**src/rtl/seq_cla_adder_ctrl.sv**
```systemverilog
// Sequential WIDTH-bit adder: one 4-bit PG/carry-lookahead slice is reused over WIDTH/4 cycles.
// Optional signed-overflow output is built only when OVF_DETECT_EN is defined.
module seq_cla_adder_ctrl #(
  parameter int WIDTH = 16
) (
  input  logic             clk,
  input  logic             rst,
  input  logic             start,
  input  logic [WIDTH-1:0] a,
  input  logic [WIDTH-1:0] b,
  input  logic             cin,
  output logic             busy,
  output logic             done,
  output logic [WIDTH-1:0] sum,
  output logic             cout
`ifdef OVF_DETECT_EN
  ,
  output logic             ovf
`endif
);

  localparam int NSLICE = WIDTH / 4;
  localparam int IDXW   = (NSLICE > 1) ? $clog2(NSLICE) : 1;

  typedef enum logic [1:0] {
    S_IDLE = 2'd0,
    S_RUN  = 2'd1,
    S_DONE = 2'd2
  } state_e;

  state_e           state_q;
  logic [WIDTH-1:0] a_q;
  logic [WIDTH-1:0] b_q;
  logic [WIDTH-1:0] sum_q;
  logic [IDXW-1:0]  idx_q;
  logic             carry_q;
  logic             busy_q;
  logic             done_q;
  logic             cout_q;
`ifdef OVF_DETECT_EN
  logic             ovf_q;
`endif

  logic [IDXW+1:0]  base;
  logic [3:0]       a_sl;
  logic [3:0]       b_sl;
  logic [3:0]       p;
  logic [3:0]       g;
  logic [4:0]       c;
  logic [3:0]       sum_sl_d;
  logic [IDXW-1:0]  idx_d;
  logic             last_slice;
  logic             accept;

  // Bit offset of the active slice within the latched operands.
  assign base = {idx_q, 2'b00};
  assign a_sl = a_q[base +: 4];
  assign b_sl = b_q[base +: 4];

  generate
    for (genvar gi = 0; gi < 4; gi++) begin : g_pg
      assign p[gi] = a_sl[gi] ^ b_sl[gi];
      assign g[gi] = a_sl[gi] & b_sl[gi];
    end
  endgenerate

  // Fully expanded lookahead: every carry depends only on p, g and the slice carry-in.
  assign c[0] = carry_q;
  assign c[1] = g[0] | (p[0] & c[0]);
  assign c[2] = g[1] | (p[1] & g[0]) | (p[1] & p[0] & c[0]);
  assign c[3] = g[2] | (p[2] & g[1]) | (p[2] & p[1] & g[0])
              | (p[2] & p[1] & p[0] & c[0]);
  assign c[4] = g[3] | (p[3] & g[2]) | (p[3] & p[2] & g[1])
              | (p[3] & p[2] & p[1] & g[0]) | (p[3] & p[2] & p[1] & p[0] & c[0]);

  assign sum_sl_d   = p ^ c[3:0];
  assign idx_d      = idx_q + IDXW'(1);
  assign last_slice = (idx_q == IDXW'(NSLICE - 1));
  assign accept     = start && (state_q != S_RUN);

  always_ff @(posedge clk) begin
    if (rst) begin
      state_q <= S_IDLE;
      a_q     <= '0;
      b_q     <= '0;
      sum_q   <= '0;
      idx_q   <= '0;
      carry_q <= 1'b0;
      busy_q  <= 1'b0;
      done_q  <= 1'b0;
      cout_q  <= 1'b0;
`ifdef OVF_DETECT_EN
      ovf_q   <= 1'b0;
`endif
    end else begin
      case (state_q)
        S_IDLE, S_DONE: begin
          done_q <= 1'b0;
          if (accept) begin
            // Unprocessed sum slices keep their old value until overwritten.
            a_q     <= a;
            b_q     <= b;
            carry_q <= cin;
            idx_q   <= '0;
            busy_q  <= 1'b1;
            state_q <= S_RUN;
`ifdef OVF_DETECT_EN
            ovf_q   <= 1'b0;
`endif
          end else begin
            state_q <= S_IDLE;
          end
        end
        S_RUN: begin
          sum_q[base +: 4] <= sum_sl_d;
          carry_q          <= c[4];
          if (last_slice) begin
            idx_q   <= '0;
            cout_q  <= c[4];
            busy_q  <= 1'b0;
            done_q  <= 1'b1;
            state_q <= S_DONE;
`ifdef OVF_DETECT_EN
            ovf_q   <= c[3] ^ c[4];
`endif
          end else begin
            idx_q <= idx_d;
          end
        end
        default: begin
          state_q <= S_IDLE;
          busy_q  <= 1'b0;
          done_q  <= 1'b0;
        end
      endcase
    end
  end

  assign busy = busy_q;
  assign done = done_q;
  assign sum  = sum_q;
  assign cout = cout_q;
`ifdef OVF_DETECT_EN
  assign ovf  = ovf_q;
`endif

endmodule

```
**config.mk**
```make
export PLATFORM = sky130hd
export DESIGN_NAME = seq_cla_adder_ctrl
export DESIGN_NICKNAME = d
export VERILOG_FILES = /design/src/rtl/seq_cla_adder_ctrl.sv
export SDC_FILE = /design/constraint.sdc
export NUM_CORES = 1
export LEC_CHECK = 0
export CORE_UTILIZATION = 55
export DETAILED_ROUTE_END_ITERATION = 7
export DONT_BUFFER_PORTS = 1
export PLACE_DENSITY = 0.73
export SKIP_LAST_GASP = 1
export SYNTH_ARGS = -nofsm -noshare
export SYNTH_HDL_FRONTEND = slang
export SYNTH_SLANG_ARGS = --single-unit
```
**constraint.sdc**
```tcl
create_clock -name clk -period 4.3 [get_ports clk]
set_input_delay 0.43 -clock clk [delete_from_list [all_inputs] [get_ports clk]]
set_output_delay 0.43 -clock clk [all_outputs]
set_load 0.05 [all_outputs]
```
* Yosys cells after proc, flatten, opt, wreduce, memory -nomap -nowiden
Index checks and enable logic that the tools add are counted.
** Operators by class
- $add $sub $neg :: 2
- $mul :: 0
- Div/mod/pow operators :: 0
- Order comparisons :: 0
- Equality and inequality tests :: 6
- Shift-type cells :: 4
- Multiplexer cells :: 12
- Bitwise operators :: 36
- Reduce and logical (&&, ||, !) cells :: 9
** Operator list (number)
- $shiftx 16x5->4 :: 2
- $and 1x1->1 :: 20
- $bwmux 16 :: 1
- $shift 4x6->16 const A :: 1
- $shiftx 4x6->16 :: 1
- $or 1x1->1 :: 10
- $pmux 2 s2 :: 2
- $reduce_and 2->1 :: 4
- $mux 2 :: 3
- $neg 4->6 :: 1
- $eq 2x2->1 const B :: 2
- $mux 1 :: 4
- $ne 2x2->1 const B :: 2
- $pmux 1 s2 :: 2
- $reduce_or 2->1 :: 2
- $xor 1x1->1 :: 4
- $xor 4x4->4 :: 1
- $add 2x1->2 const B :: 1
- $eq 2x1->1 const B :: 1
- $logic_not 2->1 :: 1
- $ne 2x1->1 const B :: 1
- $reduce_bool 2->1 :: 1
- $logic_and 1x1->1 :: 1
- $not 1->1 :: 1
** Word-level totals
- Bits in registers :: 56
- Latch bits :: 0
- RAM bits :: 0
- Bits in read-only memories :: 0
- Input port bits :: 36
- Output and inout port bits :: 19
- Logic and storage cells :: 78
- Memories kept :: 0

* Depth between registers and ports, before layout
Gate-level depths: netlist of run 1.
- Depth after elaboration :: 9
- Gate-level depth with buffers :: 7
- Gate-level depth less buffers :: 6

* Worst setup path before layout of run 1
OpenSTA, ideal clock, no wires.
- Path kind :: flip-flop to flip-flop
- Start :: register idx_q[0]
- End :: register sum_q[3] (netlist: sum[3])
- Library setup time :: 128 ps
- Arrival time :: 2344 ps
- Data required time :: 4172 ps
- Setup slack :: 1828 ps
- Cell stages (with the launch flop) :: 8
- Buffers on the path :: 1
- Clock period less this slack :: 2472 ps
- Cells stage by stage :: dfxtp_1 > buf_2 > mux4_2 > ha_1 > a41oi_1 > o21ai_0 > xnor2_1 > o31ai_1
** On the way
- Cells in the longest elaborated chain, start to end :: 9
- Elaborated cells on any way between the ends :: 29
- Classes of those cells :: 1 x add/sub; 4 x shift; 1 x mux; 23 x bitwise
** RTL lines
- from (decl) :: line 35 : logic [IDXW-1:0] idx_q;
- from (signal assigned) :: line 127 : idx_q <= idx_d;
- $shiftx 16x5->4, on equally long branches :: line 57, 58
- $xor 1x1->1 or $and 1x1->1 (tied branches) :: line 62, 63
- $and 1x1->1, on equally long branches :: line 71, 72
- $or 1x1->1, or another cell as far along :: line 71 : assign c[3] = g[2] | (p[2] & g[1]) | (p[2] & p[1] & g[0])
- $or 1x1->1 or $and 1x1->1 (tied branches) :: line 71, 72
- $or 1x1->1 :: line 72 : | (p[2] & p[1] & p[0] & c[0]);
- $xor 4x4->4 :: line 76 : assign sum_sl_d = p ^ c[3:0];
- $shiftx 4x6->16 :: line 115 : sum_q[base +: 4] <= sum_sl_d;
- $bwmux 16 * :: line 115
- to (signal, indexed assignment) :: line 115
- to (decl) :: line 34 : logic [WIDTH-1:0] sum_q;
Every way passes the cells marked *; elsewhere a longest branch is shown, timed or not.
A chain may end at the register's enable or synchronous reset.

* Worst setup path after layout of run 1
- Start :: register idx_q[0]
- End :: register sum_q[7] (netlist: sum[7])
Same word-level chain as after synthesis.

==> results of run 1 <==
-- per-stage QoR --
| stage | util | power (mW) | instance area (sq um) |
|---|---|---|---|
| finish | 0.617 | 0.970 | 2540 |
| global route | 0.617 | 1.01 | 2540 |
| CTS | 0.617 | 0.977 | 2540 |
| detailed placement | 0.594 | 0.691 | 2450 |
| global placement | 0.594 | 0.688 | 2450 |
| floorplan | - | 0.673 | 2440 |
-- sequential cells by signal (all words and copies together) (netlist names) --
| register | count |
|---|---|
| a_q | 16 |
| b_q | 16 |
| busy | 1 |
| carry_q | 1 |
| cout | 1 |
| done | 1 |
| idx_q | 2 |
| state_q | 2 |
| sum | 16 |
-- worst max-delay path by stage --
stage | from | to | cells after the start
after detailed placement | idx_q[0]$_SDFFE_PP0P_ | sum[7]$_SDFFE_PP0P_ | 6
final | idx_q[0]$_SDFFE_PP0P_ | sum[7]$_SDFFE_PP0P_ | 6
after global placement | idx_q[0]$_SDFFE_PP0P_ | sum[7]$_SDFFE_PP0P_ | 6
after CTS | idx_q[0]$_SDFFE_PP0P_ | sum[7]$_SDFFE_PP0P_ | 6
after global routing | idx_q[0]$_SDFFE_PP0P_ | sum[7]$_SDFFE_PP0P_ | 6
after floorplan | idx_q[0]$_SDFFE_PP0P_ | sum[3]$_SDFFE_PP0P_ | 7
-- report_power, final --
| part | total [mW] | internal (mW) | switching [mW] |
|---|---|---|---|
| registers | 0.570 | 0.542 | 0.0287 |
| logic | 0.107 | 0.0433 | 0.0639 |
| clock network | 0.293 | 0.129 | 0.164 |
-- synth_stat cells (3+ instances only) --
cell type | n | area share
nand2_1 | 68 | 0.10
dfxtp_1 | 56 | 0.46
a21oi_1 | 36 | 0.074
nor2_1 | 22 | 0.034
clkbuf_1 | 15 | 0.023
ha_1 | 11 | 0.056
a22oi_1 | 10 | 0.031
mux4_2 | 8 | 0.074
inv_1 | 7 | 0.011
nand3b_1 | 7 | 0.022
a32oi_1 | 4 | 0.014
o31ai_1 | 4 | 0.012
nor3_1 | 3 | 0.0062
o21ai_0 | 3 | 0.0062
-- cells by family after synthesis --
logic type	Yosys count	synth area share
buffers and inverters	24	0.0379
adders and majority gates	12	0.0646
DFF	56	0.459
and+or+nand+nor	110	0.207
muxes	8	0.0738
xor gates and xnor gates	2	0.00718
AOI/OAI and AO/OA	61	0.150
-- per-layer routing --
metal	vias to the layer above	share of wire
li1	921	-
met1	875	0.46
met2	44	0.48
met3	6	0.045
met4	0	0.012
met5	-	0
-- worst max-delay path, delay by kind of cell, from the launching register on --
kind                     cells  cell delay (ns)
AO/OA/AOI/OAI                3             0.53
multiplexers                 1             0.65
XOR/XNOR                     1             0.38
adder cells (fa/ha/maj)      1             0.33
flip-flops                   1             0.84
-- final cells by class --
type | instances | area share
inverters | 7 | 0.0103
clock inverters | 2 | 0.00394
flip-flops and latches | 56 | 0.442
well taps | 50 | 0.0246
clock buffers | 6 | 0.0325
multi-input cells | 193 | 0.484
repair buffers | 1 | 0.00296
-- layout by cell type, fill, tap and decap left out --
master / netlist / layout
clkbuf_8: 0 / 6
nand2b_1: 2 / 2
nor2_1: 22 / 22
a211oi_1: 2 / 2
ha_1: 11 / 11
nor2b_1: 2 / 1
dfxtp_1: 56 / 56
buf_4: 0 / 1
nor3_1: 3 / 3
nor4b_4: 1 / 1
or3_1: 1 / 1
nand3_1: 1 / 1
mux4_2: 8 / 8
nor4b_2: 1 / 1
nor4_2: 2 / 2
nand3b_1: 7 / 7
o31ai_1: 4 / 4
xor2_1: 1 / 1
a22oi_1: 10 / 10
a21oi_1: 36 / 36
a31oi_1: 1 / 1
inv_1: 7 / 7
a41oi_1: 1 / 1
a32oi_1: 4 / 4
clkinv_2: 0 / 2
nor2b_2: 0 / 1
o21ai_0: 3 / 3
nand2_1: 68 / 68
fa_1: 1 / 1
xnor2_1: 1 / 1
==> results.json, run 1 <==
{
  "status": "finished, final reports clean",
  "timing.critical_path.to_type": "flip-flop",
  "rsz0062_at_grt": "false",
  "ys_seq_area_frac": 0.459,
  "coreArea_sq_um": 4120,
  "synth_area_sq_um": 2440,
  "drive_gt1_frac": 0.0830,
  "seq_area_sq_um": 1120,
  "yosys_register_bits": 56,
  "report.final.slew_viol_count": 0,
  "grt_use_met3": 0.0543,
  "whs_path_depth": 1,
  "routed_via_density": 5.86,
  "fp.dieH_um": 68.6,
  "die_w_um": 68.6,
  "critPathLaunchType": "flip-flop",
  "io_pins": 55,
  "synthFlopType": "dfxtp_1",
  "fin_nets": 312,
  "wl_per_cell_um": 15.2,
  "num_rows": 23,
  "grt_pass1_vias": 1642,
  "tns_ns": 0,
  "cts_tree": "built",
  "async_flop_share": 0,
  "post_cts_buffers": 0,
  "synth_cell_types": 28,
  "cts-root-buf": "clkbuf_8",
  "synthCells": 273,
  "grt_pass1_wl_um": 7610,
  "syn2layout_area_growth_pct": 4.05,
  "overflow": 0,
  "rr_worst_depth": 6,
  "r2r-start": "idx_q[0]$_SDFFE_PP0P_",
  "hp-start": "rst",
  "clkLatencyLatePin_ns": 0.30,
  "finalHoldViolations": 0,
  "avgSynthCellArea_sq_um": 8.94,
  "critPathArrivalTime_ns": 3.04,
  "wl_um": 4790,
  "yosysWarnings": 0,
  "holdBufCountCts": 0,
  "slowest_delay_ns": 0.84,
  "power.density_nw_per_um2": 382,
  "first_pass_iters": 4,
  "dpl.hpwl_um": 3420,
  "htree_levels": 2,
  "antenna_found_initial": 0,
  "grt_max_degree": 61,
  "drt_iter0_markers": 74,
  "numCtsBuffers": 5,
  "min_period_ns": 2.85,
  "globalplace.congestion": 0.718,
  "ir_worst_vdd_mv": 0.172,
  "clk_path_buf_depth": 2,
  "synth_edf_count": 0,
  "n_antenna_cell": 0,
  "met2_usage": 0.366,
  "cp_max_fo": 16,
  "multi_input_area_sq_um": 1230,
  "finalNonFillerCells": 315,
  "reg2reg_to": "sum[7]$_SDFFE_PP0P_",
  "power.leakage_nw": 0.923,
  "cts-resized-gates": 0,
  "hold_slack_ns": 0.185,
  "hp-class": "in -> reg",
  "slew_headroom": 0.243,
  "pre_cts_slack_ns": 1.41,
  "initial_core_util": 0.593,
  "finalClockSkew_ns": 0.00394,
  "holdPathEnd": "sum[0]$_SDFFE_PP0P_",
  "drc": 0,
  "syn_nets": 321,
  "vias": 1846,
  "worstMarginPinSlew_ns": 1.14,
  "grt_util_met1": 0.287,
  "cp_cell_sequence": "mux4_2, ha_1, a41oi_1, o21ai_0, xnor2_1, o31ai_1",
  "r2r_slack_ns": 1.45,
  "grt_util_all_layers": 0.222,
  "fin_ws_ns": 1.45,
  "fmax_mhz": 351,
  "grt-busiest-layer": "met2",
  "cts.clk_slew.worst_paths_ns": 0.09,
  "setup_violations": 0,
  "crit_required_ns": 4.49,
  "maxCapViolations": 0,
  "final.period_utilization": 0.663,
  "cts.sink_count": 56,
  "critPathSlowestCell": "dfxtp_1",
  "io_buffers": 0,
  "nFillCells": 387,
  "die-area_sq_um": 4710,
  "ant_nets": 0,
  "worstSetupPathType": "reg -> reg",
  "dp_cells": 307
}
(Power assumes the default switching activity.)
==> inputs of run 2 (changes only) <==
- clock period: 4.3 -> 2.7 ns (I/O delays scaled with it)
==> run 2 against run 1 <==
Hold slack got worse by 0.16 ns. Via count grew 1.7%. Combinational power up 68%. Sequential share of layout area fell by 0.23 points. Cell count is 0.95% higher. Clock skew increased by 0.0025 ns. Global-route usage is 0.33 points lower. Utilization is 0.40 points higher.
==> results.json, run 2 (same netlist as run 1, synthesis figures left out) <==
{
  "num_rows": 23,
  "status": "finished, final reports clean",
  "globalplace.congestion": 0.764,
  "tns_ns": 0,
  "drt_iter0_markers": 132,
  "grt_util_all_layers": 0.219,
  "wl_per_cell_um": 15.2,
  "report.final.slew_viol_count": 0,
  "fp.dieH_um": 68.6,
  "wl_um": 4840,
  "hp-start": "rst",
  "final_cell_mix": "nand2_1 (68), dfxtp_1 (55), a21oi_1 (36)",
  "rsz0062_at_grt": "false",
  "power.leakage_nw": 0.934,
  "final_common_cell": "nand2_1",
  "cp-endpoint": "sum[7]$_SDFFE_PP0P_",
  "cp_cell_sequence": "mux4_2, ha_1, a41oi_1, o21ai_0, xnor2_1, o31ai_1",
  "initial_core_util": 0.593,
  "slowest_delay_ns": 0.59,
  "first_pass_iters": 4,
  "io_pins": 55,
  "cp_max_fo": 8,
  "setup_violations": 0,
  "grt_max_degree": 61,
  "critical_path_cell_count": 6,
  "critPathLaunch": "idx_q[0]$_SDFFE_PP0P_",
  "hp-class": "in -> reg",
  "pre_cts_slack_ns": 0.153,
  "r2r_slack_ns": 0.29,
  "worstSetupPathType": "reg -> reg",
  "finalClockSkew_ns": 0.00647,
  "cts-root-buf": "clkbuf_8",
  "die_w_um": 68.6,
  "grt-busiest-layer": "met2",
  "min_period_ns": 2.41,
  "final.period_utilization": 0.893,
  "htree_levels": 2,
  "overflow": 0,
  "critPathTopFamily": "multiplexers",
  "r2r-start": "idx_q[0]$_SDFFE_PP0P_",
  "cts_tree": "built",
  "crit_buf_inv": 0,
  "slew_headroom": 0.626,
  "holdBufCountCts": 0,
  "cts.clk_slew.worst_paths_ns": 0.09,
  "timing.critical_path.to_type": "flip-flop",
  "crit_required_ns": 2.89,
  "clkLatencyLatePin_ns": 0.31,
  "fmax_mhz": 415,
  "fin_nets": 316,
  "n_antenna_cell": 0,
  "drive_gt1_frac": 0.0933,
  "vias": 1877,
  "die-area_sq_um": 4710,
  "routed_via_density": 5.90,
  "grt_pass1_wl_um": 7510,
  "syn2layout_area_growth_pct": 4.72,
  "ir_worst_vdd_mv": 0.413,
  "drc": 0,
  "cts.sink_count": 56,
  "critPathArrivalTime_ns": 2.60,
  "coreArea_sq_um": 4120,
  "nFillCells": 381,
  "grt_use_met3": 0.0510,
  "antenna_found_initial": 0,
  "fin_ws_ns": 0.288,
  "critPathLaunchType": "flip-flop",
  "power.density_nw_per_um2": 594,
  "critPathSlowestCell": "mux4_2",
  "maxCapViolations": 0,
  "grt_util_met1": 0.281,
  "numCtsBuffers": 5,
  "worstMarginPinSlew_ns": 0.560,
  "ant_nets": 0,
  "io_buffers": 0,
  "grt_pass1_vias": 1602,
  "clk_path_buf_depth": 2,
  "dpl.hpwl_um": 3480,
  "rr_worst_depth": 6,
  "met2_usage": 0.360,
  "finalHoldViolations": 0,
  "reg2reg_to": "sum[7]$_SDFFE_PP0P_"
}
[run 2: cell types whose count changed in the layout (fill, tap and decap cells not counted), sizes merged]
cell / previous run / this run
clkinv: 2 / 1
buf: 1 / 5
[run 2: worst min-delay path by stage]
stage / endpoint / cells after the start
final: sum[0]$_SDFFE_PP0P_ / 1
after global routing: sum[12]$_SDFFE_PP0P_ / 1
after CTS: a_q[7]$_SDFFE_PP0P_ / 1
after detailed placement: a_q[7]$_SDFFE_PP0P_ / 1
after global placement: sum[0]$_SDFFE_PP0P_ / 1
after floorplan: a_q[0]$_SDFFE_PP0P_ / 2
[run 2: repair_timing]
action,CTS,global route
gates resized for setup,0,1
buffers inserted,0,0
endpoints found under the setup margin,0,1
[run 2: final cells by class]
cell class              instances  area [sq um]  area share
repair buffers                  5          37.5      0.0147
inverters                       7          26.3      0.0103
clock inverters                 1          5.00     0.00196
well taps                      50          62.6      0.0245
clock buffers                   6          72.6      0.0284
flip-flops and latches         56          1120       0.439
multi-input cells             193          1230       0.481
[run 2: per-layer routing]
metal	share of wire	vias up
li1	-	928
met1	0.45	890
met2	0.48	55
met3	0.064	4
met4	0.0083	0
met5	0	-
[run 2: metrics by stage]
step                       util  power, mW  hold slack [ns]  cells  instance area, sq um
final                     0.621       1.52           0.0242    318                  2550
after global routing      0.621       1.58           0.0132    318                  2550
after CTS                 0.621       1.52           0.0194    318                  2550
after detailed placement  0.602       1.10            0.349    311                  2480
after global placement    0.602       1.10            0.346    311                  2480
after floorplan               -       1.07            0.406    273                  2440
[run 2: power by group]
| part | total, mW | leakage (nW) | internal [mW] | switching, mW |
|---|---|---|---|---|
| Clock | 0.432 | 0.0410 | 0.177 | 0.255 |
| Sequential | 0.905 | 0.458 | 0.863 | 0.0419 |
| Combinational | 0.180 | 0.436 | 0.0730 | 0.107 |
[run 2: worst register-to-register path, delay by kind of cell (launching register included)]
family          cells  cell delay (ns)
fa+ha+maj           1             0.34
xor+xnor            1             0.39
compound gates      3             0.52
flops               1             0.46
mux                 1             0.59
